## config.mk

```make
export PLATFORM = sky130hd
export DESIGN_NAME = slave_port
export DESIGN_NICKNAME = d
export VERILOG_FILES = /design/src/rtl/bus_pkg.sv /design/src/rtl/serial_shift_reg.sv /design/src/rtl/slave_port.sv
export SDC_FILE = /design/constraint.sdc
export NUM_CORES = 1
export LEC_CHECK = 0
export CAP_MARGIN = 20
export CORE_MARGIN = 8
export CORE_UTILIZATION = 50
export DETAILED_ROUTE_END_ITERATION = 10
export PLACE_DENSITY = 0.82
export SYNTH_ARGS = -nofsm -noshare
export SYNTH_HDL_FRONTEND = slang
export SYNTH_HIERARCHICAL = 1
export SYNTH_SLANG_ARGS = --single-unit
```

## constraint.sdc

```tcl
create_clock -name clk -period 1.7 [get_ports clk]
set_input_delay 0.425 -clock clk [delete_from_list [all_inputs] [get_ports clk]]
set_output_delay 0.425 -clock clk [all_outputs]
set_load 0.02 [all_outputs]
```

## src/rtl/bus_pkg.sv

```systemverilog
// Shared definitions for the serial system bus endpoints (master_port / slave_port).
package bus_pkg;

  localparam int ADDR_W_DEF = 12;
  localparam int DATA_W_DEF = 8;

  localparam logic MODE_WRITE = 1'b1;
  localparam logic MODE_READ  = 1'b0;

  typedef enum logic [2:0] {
    IDLE  = 3'd0,
    ADDR  = 3'd1,
    WDATA = 3'd2,
    WRITE = 3'd3,
    READ  = 3'd4,
    RSEND = 3'd5
  } slave_state_t;

endpackage

```

## src/rtl/serial_shift_reg.sv

```systemverilog
// Right-shifting register (LSB leaves first, new bits enter at the MSB) with
// parallel load and a count of shifts since the last load/clear.
module serial_shift_reg #(
  parameter int W     = 8,
  parameter int CNT_W = $clog2(W + 1)
) (
  input  logic             clk,
  input  logic             rstn,
  input  logic             load,
  input  logic [W-1:0]     load_data,
  input  logic             shift_en,
  input  logic             shift_in,
  input  logic             cnt_clr,
  output logic [W-1:0]     q,
  output logic [W-1:0]     q_next,
  output logic [CNT_W-1:0] cnt
);

  logic [W-1:0] shifted_s;

  // Shift-right view of the register and next-value select.
  always_comb begin
    shifted_s = q;
    for (int i = 0; i < W - 1; i++) begin
      shifted_s[i] = q[i+1];
    end
    shifted_s[W-1] = shift_in;
    if (load) begin
      q_next = load_data;
    end else if (shift_en) begin
      q_next = shifted_s;
    end else begin
      q_next = q;
    end
  end

  // Data register.
  always_ff @(posedge clk or negedge rstn) begin
    if (!rstn) begin
      q <= {W{1'b0}};
    end else begin
      q <= q_next;
    end
  end

  // Bit counter; a clear wins over a coincident shift.
  always_ff @(posedge clk or negedge rstn) begin
    if (!rstn) begin
      cnt <= {CNT_W{1'b0}};
    end else if (cnt_clr || load) begin
      cnt <= {CNT_W{1'b0}};
    end else if (shift_en) begin
      cnt <= cnt + {{(CNT_W-1){1'b0}}, 1'b1};
    end else begin
      cnt <= cnt;
    end
  end

endmodule

```

## src/rtl/slave_port.sv

```systemverilog
// Serial bus slave endpoint: deserialises request frames into local write/read
// strobes and serialises read data back to the master.
module slave_port
  import bus_pkg::*;
#(
  parameter int ADDR_W = ADDR_W_DEF,
  parameter int DATA_W = DATA_W_DEF
) (
  input  logic              clk,
  input  logic              rstn,
  input  logic              mode,
  input  logic              wr_bus,
  input  logic              master_valid,
  output logic              slave_ready,
  output logic              rd_bus,
  output logic              slave_valid,
  input  logic              master_ready,
  output logic [ADDR_W-1:0] s_addr,
  output logic [DATA_W-1:0] s_wr_data,
  output logic              s_wr_en,
  output logic              s_rd_en,
  input  logic [DATA_W-1:0] s_rd_data,
  input  logic              s_rd_valid
);

  localparam int FRAME_W = ADDR_W + DATA_W;
  localparam int REQ_CW  = $clog2(FRAME_W + 1);
  localparam int RD_CW   = $clog2(DATA_W + 1);

  slave_state_t state_r, state_next_s;
  logic mode_r;
  logic [ADDR_W-1:0] s_addr_r;
  logic [DATA_W-1:0] s_wr_data_r;

  logic req_shift_s, req_clr_s, rd_load_s, rd_shift_s, rd_clr_s;
  logic addr_latch_s, data_latch_s, mode_latch_s;
  logic [FRAME_W-1:0] req_q_s, req_next_s;
  logic [REQ_CW-1:0]  req_cnt_s;
  logic [DATA_W-1:0]  rd_q_s, rd_next_s;
  logic [RD_CW-1:0]   rd_cnt_s;
  logic               unused_ok_s;

  // Request bits enter at the MSB, so after N transfers the frame's first N
  // bits occupy the top N positions of req_next_s.
  serial_shift_reg #(.W(FRAME_W), .CNT_W(REQ_CW)) u_req_sr (
    .clk       (clk),
    .rstn      (rstn),
    .load      (1'b0),
    .load_data ({FRAME_W{1'b0}}),
    .shift_en  (req_shift_s),
    .shift_in  (wr_bus),
    .cnt_clr   (req_clr_s),
    .q         (req_q_s),
    .q_next    (req_next_s),
    .cnt       (req_cnt_s)
  );

  serial_shift_reg #(.W(DATA_W), .CNT_W(RD_CW)) u_rd_sr (
    .clk       (clk),
    .rstn      (rstn),
    .load      (rd_load_s),
    .load_data (s_rd_data),
    .shift_en  (rd_shift_s),
    .shift_in  (1'b0),
    .cnt_clr   (rd_clr_s),
    .q         (rd_q_s),
    .q_next    (rd_next_s),
    .cnt       (rd_cnt_s)
  );

  assign unused_ok_s = ^{req_q_s, rd_q_s, rd_next_s};

  // Next-state and datapath control decode.
  always_comb begin
    state_next_s = state_r;
    req_shift_s  = 1'b0;
    req_clr_s    = 1'b0;
    rd_load_s    = 1'b0;
    rd_shift_s   = 1'b0;
    rd_clr_s     = 1'b0;
    addr_latch_s = 1'b0;
    data_latch_s = 1'b0;
    mode_latch_s = 1'b0;
    case (state_r)
      IDLE: begin
        if (master_valid) begin
          req_shift_s  = 1'b1;
          mode_latch_s = 1'b1;
          if (ADDR_W == 1) begin
            addr_latch_s = 1'b1;
            req_clr_s    = 1'b1;
            state_next_s = (mode == MODE_WRITE) ? WDATA : READ;
          end else begin
            state_next_s = ADDR;
          end
        end else begin
          state_next_s = IDLE;
        end
      end
      ADDR: begin
        if (master_valid) begin
          req_shift_s = 1'b1;
          if (req_cnt_s == REQ_CW'(ADDR_W - 1)) begin
            addr_latch_s = 1'b1;
            req_clr_s    = 1'b1;
            state_next_s = (mode_r == MODE_READ) ? READ : WDATA;
          end else begin
            state_next_s = ADDR;
          end
        end else begin
          state_next_s = ADDR;
        end
      end
      WDATA: begin
        if (master_valid) begin
          req_shift_s = 1'b1;
          if (req_cnt_s == REQ_CW'(DATA_W - 1)) begin
            data_latch_s = 1'b1;
            req_clr_s    = 1'b1;
            state_next_s = WRITE;
          end else begin
            state_next_s = WDATA;
          end
        end else begin
          state_next_s = WDATA;
        end
      end
      WRITE: begin
        state_next_s = IDLE;
      end
      READ: begin
        if (s_rd_valid) begin
          rd_load_s    = 1'b1;
          state_next_s = RSEND;
        end else begin
          state_next_s = READ;
        end
      end
      RSEND: begin
        if (master_ready) begin
          rd_shift_s = 1'b1;
          if (rd_cnt_s == RD_CW'(DATA_W - 1)) begin
            rd_clr_s     = 1'b1;
            state_next_s = IDLE;
          end else begin
            state_next_s = RSEND;
          end
        end else begin
          state_next_s = RSEND;
        end
      end
      default: begin
        state_next_s = IDLE;
      end
    endcase
  end

  // State, latched mode and local address/data registers.
  always_ff @(posedge clk or negedge rstn) begin
    if (!rstn) begin
      state_r     <= IDLE;
      mode_r      <= MODE_READ;
      s_addr_r    <= {ADDR_W{1'b0}};
      s_wr_data_r <= {DATA_W{1'b0}};
    end else begin
      state_r <= state_next_s;
      if (mode_latch_s) begin
        mode_r <= mode;
      end
      if (addr_latch_s) begin
        s_addr_r <= req_next_s[FRAME_W-1 -: ADDR_W];
      end
      if (data_latch_s) begin
        s_wr_data_r <= req_next_s[FRAME_W-1 -: DATA_W];
      end
    end
  end

  assign slave_ready = (state_r == IDLE) || (state_r == ADDR) || (state_r == WDATA);
  assign s_wr_en     = (state_r == WRITE);
  assign s_rd_en     = (state_r == READ);
  assign slave_valid = (state_r == RSEND);
  assign rd_bus      = rd_q_s[0];
  assign s_addr      = s_addr_r;
  assign s_wr_data   = s_wr_data_r;

endmodule

```

==> results of run 1 <==
==> registers in the layout, summed over array words and instances (netlist names) <==
register,cells
mode_r,1
s_addr,12
s_wr_data,8
state_r,3
u_rd_sr/cnt,4
u_rd_sr/q,8
u_req_sr/cnt,5
u_req_sr/q,12
==> per-layer routing <==
metal / track usage / vias up / share of wire
li1: - / 883 / -
met1: 0.182 / 888 / 0.47
met2: 0.237 / 26 / 0.49
met3: 0.0291 / 8 / 0.031
met4: 0.0563 / 0 / 0.017
met5: 0 / - / 0
==> final timing paths <==
kind	end	slack (ns)	cells after the start
max	u_req_sr/cnt[4]	-0.03	6
min	u_req_sr/q[12]	0.06	1
max reg2reg	u_req_sr/cnt[4]	-0.03	6
min reg2reg	s_addr[4]	0.51	1
max in group asynchronous	state_r[1]	1.15	2
min in group clk	s_addr[4]	0.51	1
==> power by group through the flow <==
stage / Clock [W] / Combinational, W / Sequential (W)
floorplan: 0 / 0.000130 / 0.00135
global placement: 0 / 0.000212 / 0.00136
detailed placement: 0 / 0.000219 / 0.00136
CTS: 0.000705 / 0.000235 / 0.00134
global route: 0.000768 / 0.000290 / 0.00135
finish: 0.000694 / 0.000263 / 0.00134
==> timing repair <==
item,4_1_cts,5_1_grt
resized for setup,53,31
hold buffers,0,0
pin swaps,2,2
buffers inserted,3,1
cloned,1,0
endpoints found under the setup margin,44,33
==> metrics by stage <==
step	utilization	setup slack (ns)	cell area [um2]	setup TNS (ns)	hold slack, ns
6_report	0.680	-0.0307	3430	-0.108	0.0640
5_1_grt	0.680	-0.0731	3430	-1.02	0.0919
4_1_cts	0.659	-0.00717	3320	-0.00717	0.0705
3_5_place_dp	0.628	-0.520	3170	-15.15	0.407
3_3_place_gp	0.628	-0.475	3170	-13.64	0.400
2_1_floorplan	-	-0.00755	2650	-0.00755	0.129
==> worst max-delay path, cell delays in order (launching register included) <==
cell      delay [ns]
dfrtp_2         0.44
buf_4           0.17
nand2b_4        0.14
nor4_4          0.34
or2_4           0.22
nor3_2          0.05
mux2_4          0.26
==> cell type report <==
cell class	count	area (um2)
Fill cell	368	1620
Multi-Input combinational cell	157	1300
Inverter	3	11.3
Sequential cell	53	1330
Timing Repair Buffer	64	614
Tap cell	70	87.6
Clock buffer	5	68.8
Clock inverter	3	17.5
==> metrics.cfg, run 1 <==
[run_status]
status=finished with violations
violations=negative setup slack

[timing]
fin_crit_sh=1.02
finClkSkew_ns=0.0113
period_needed_ns=1.73
setup_viol=8
fmax_mhz=578
setup_slack_ns=-0.0307
rsz0062_at_grt=yes
hold_viol=0
slew_violations=0

[grt]
grt_pass1_vias=1860
antenna_found_initial=0
grt_max_degree=30
grt_pass1_wl_um=8740
grt_overflow_total=0
grtUsageTotal=0.145

[finish]
num_antenna_cells=0
final_layout_size_suffix_gt1_frac=0.319
final_common_cell=dfrtp_1
area_growth_pct=32.6
layout_common_cells=51 x dfrtp_1, 23 x nand2_1, 18 x mux2i_1, 17 x dlygate4sd2_1
finish.net_count=301
final_cells=355

[floorplanning]
die_y_um=87.9
die_w_um=87.9
io_pins=40
core_mm2=0.00504
die-area_mm2=0.00772
num_rows=26
initial_core_util=0.512

[placed_design]
numPortBuffers=39
place_congestion=0.778
dp.final_hpwl_um=3700
dp_cells=342

[power_and_ir_drop]
total_power_w=0.00230
p_int_w=0.00172
combPwrFrac=0.115
power.density_mw_per_mm2=671
power_leakage_nw=1.74
switching_share=0.251
seqPwrFrac=0.583
p_clk_frac=0.302
ir_worst_vdd_v=0.000537
p_switching_w=0.000577

[synthesis]
synth_cells=216
syn_area_per_cell_um2=12.0
netlist_area_mm2=0.00258
yosys_warnings=6

[drt]
ant_nets=0
num_vias=1805
drtIter0Drc=65
drc=0
wl_per_cell_um=15.3
wl_um=5420
firstDrtPassIters=4
via_per_inst=5.08

[critical_path]
cp-start-kind=flop
startpoint=state_r[2]
crit_arrival_ns=1.92
r2r_start=state_r[2]
setup.worst_path.end_class=flop
critPathRequiredTime_ns=1.89
cp_max_fo=5
critical_path_class=reg -> reg

[cts]
clock_latency_ns=0.31
h-tree-depth=2
root_buffer=clkbuf_8
clockBufferDepth=2
cts_buffers=5
path_clk_slew_ns=0.10
clock-sinks=53
cts_tree=built

[run]
maxCapViolCount=0

[min_path]
hold_class=in -> async

Power figures use the tool's default switching activity.
==> inputs of run 2 (changes only) <==
CAP_MARGIN = not set   (was 20)
HOLD_SLACK_MARGIN = 0.08   (was not set)
==> run 2 against run 1 <==
  * The flow still finishes with violations (negative setup slack)
  * Flip-flop and latch count stayed put
  * Clock skew hardly changed
  * Register-to-register slack hardly changed
  * Clock power hardly changed
  * Largest cell class unchanged
==> metrics.cfg, run 2 (synthesis gave the netlist of run 1 again) <==
[power_and_ir_drop]
power_leakage_nw=1.74  ; +0.24%
switching_share=0.251  ; about the same
p_clk_frac=0.302  ; about the same
p_switching_w=0.000577  ; unchanged
power.density_mw_per_mm2=669  ; -0.23%
ir_worst_vdd_v=0.000537  ; about the same
seqPwrFrac=0.583  ; about the same
combPwrFrac=0.115  ; about the same
p_int_w=0.00172  ; about the same

[drt]
wl_um=5430  ; +0.17%
ant_nets=0  ; unchanged
wl_per_cell_um=15.2  ; -0.12%
firstDrtPassIters=4  ; unchanged
via_per_inst=5.08  ; about the same
num_vias=1810  ; +0.28%
drtIter0Drc=71  ; +9.2%
drc=0  ; unchanged

[grt]
grt_overflow_total=0  ; unchanged
grtUsageTotal=0.145  ; +0.000198
grt_pass1_vias=1863  ; +0.16%
grt_max_degree=30  ; unchanged
grt_pass1_wl_um=8750  ; +0.16%
antenna_found_initial=0  ; unchanged

[critical_path]
critPathRequiredTime_ns=1.89  ; about the same
cp-start-kind=flop
setup.worst_path.end_class=flop
cp_max_fo=5  ; unchanged
critical_path_class=reg -> reg
path_delay_family=simple AND/OR/NAND/NOR gates
worstPathBufferInverterCount=1  ; unchanged
critPathSlowestCell=dfrtp_2
slowest_delay_ns=0.44  ; about the same
path_cells=buf_4 -> nand2b_4 -> nor4_4 -> or2_4 -> nor3_2 -> mux2_4
crit_arrival_ns=1.92  ; about the same

[run_status]
violations=negative setup slack
status=finished with violations

[floorplanning]
die_w_um=87.9  ; unchanged
io_pins=40  ; unchanged
die-area_mm2=0.00772  ; unchanged
die_y_um=87.9  ; unchanged
initial_core_util=0.512  ; unchanged
num_rows=26  ; unchanged
core_mm2=0.00504  ; unchanged

[finish]
final_cells=356  ; +0.28%
num_antenna_cells=0  ; unchanged
area_growth_pct=33.0
fin_util=0.682  ; +0.00199
final_layout_size_suffix_gt1_frac=0.318  ; -0.00112
finish.net_count=302  ; +0.33%
final_common_cell=dfrtp_1
layout_common_cells=51 x dfrtp_1, 23 x nand2_1, 18 x mux2i_1, 17 x dlygate4sd2_1

[cts]
clockBufferDepth=2  ; unchanged
cts_tree=built
root_buffer=clkbuf_8
h-tree-depth=2  ; unchanged
clock_latency_ns=0.31  ; about the same
clock-sinks=53  ; unchanged
cts_buffers=5  ; unchanged
path_clk_slew_ns=0.10  ; about the same

[placed_design]
dp.final_hpwl_um=3700  ; unchanged
place_congestion=0.778  ; unchanged
numPortBuffers=39  ; unchanged
dp_cells=342  ; unchanged

[timing]
fin_crit_sh=1.02  ; about the same
hold_viol=0  ; unchanged
slew_violations=0  ; unchanged
setup_viol=9  ; +1
finClkSkew_ns=0.0111  ; -0.000104 ns
setup_slack_ns=-0.0301  ; +0.000635 ns
fmax_mhz=578  ; about the same
period_needed_ns=1.73  ; -0.000635 ns
rsz0062_at_grt=yes

[run]
maxCapViolCount=0  ; unchanged

[min_path]
hold_class=reg -> reg

## run 2: changes by cell type in the layout (fill, tap and decap cells not counted), sizes merged
cell and delta:
dlygate4sd3 +1
## run 2: layout make-up
class | instances | area, um2
clock buffer | 5 | 68.8
clock inverter | 3 | 17.5
fill | 367 | 1610
inverter | 3 | 11.3
multi-input combinational | 157 | 1300
sequential | 53 | 1330
tap | 70 | 87.6
timing repair buffer | 65 | 624
## run 2: power by group through the flow
stage               sequential (W)  clock, W  combinational (W)
floorplan                  0.00135         0           0.000130
detailed placement         0.00136         0           0.000219
CTS                        0.00134  0.000705           0.000236
global route               0.00135  0.000768           0.000292
finish                     0.00134  0.000694           0.000265
global placement           0.00136         0           0.000212
## run 2: final timing paths
kind / start / cells after the start / end / slack, ns
max in group asynchronous: rstn / 3 / state_r[1] / 0.61
min: s_addr[4] / 1 / s_addr[4] / 0.51
min reg2reg: s_addr[4] / 1 / s_addr[4] / 0.51
max: state_r[2] / 6 / u_req_sr/cnt[4] / -0.03
max reg2reg: state_r[2] / 6 / u_req_sr/cnt[4] / -0.03
min in group asynchronous: rstn / 2 / u_req_sr/q[12] / 0.60
## run 2: through the flow
step	power [W]	TNS (ns)	area (um2)	hold slack (ns)	setup WS, ns
detailed placement	0.00158	-15.15	3170	0.407	-0.520
CTS	0.00228	-0.00717	3330	0.514	-0.00717
global placement	0.00157	-13.64	3170	0.400	-0.475
floorplan	0.00148	-0.00755	2650	0.129	-0.00755
finish	0.00230	-0.110	3440	0.511	-0.0301
global route	0.00241	-1.02	3440	0.524	-0.0731
## run 2: layer usage
layer  wire length, um  up-vias  GRT usage
li1                  -      886          -
met1              2510      890      0.183
met2              2650       26      0.237
met3               166        8     0.0291
met4                92        0     0.0563
met5                 0        -          0
## run 2: timing repair
item,CTS,global route
pin swaps,2,2
hold buffers,1,0
hold endpoints to repair,8,0
gates resized for setup,53,31
endpoints found under the setup margin,44,33
gates cloned,1,0
buffers inserted,3,1
==> inputs of run 3 (changes only) <==
GPL_ROUTABILITY_DRIVEN = 0   (was not set)
==> results of run 3 <==
Final layout, timing and power as in run 2 (identical DEF).
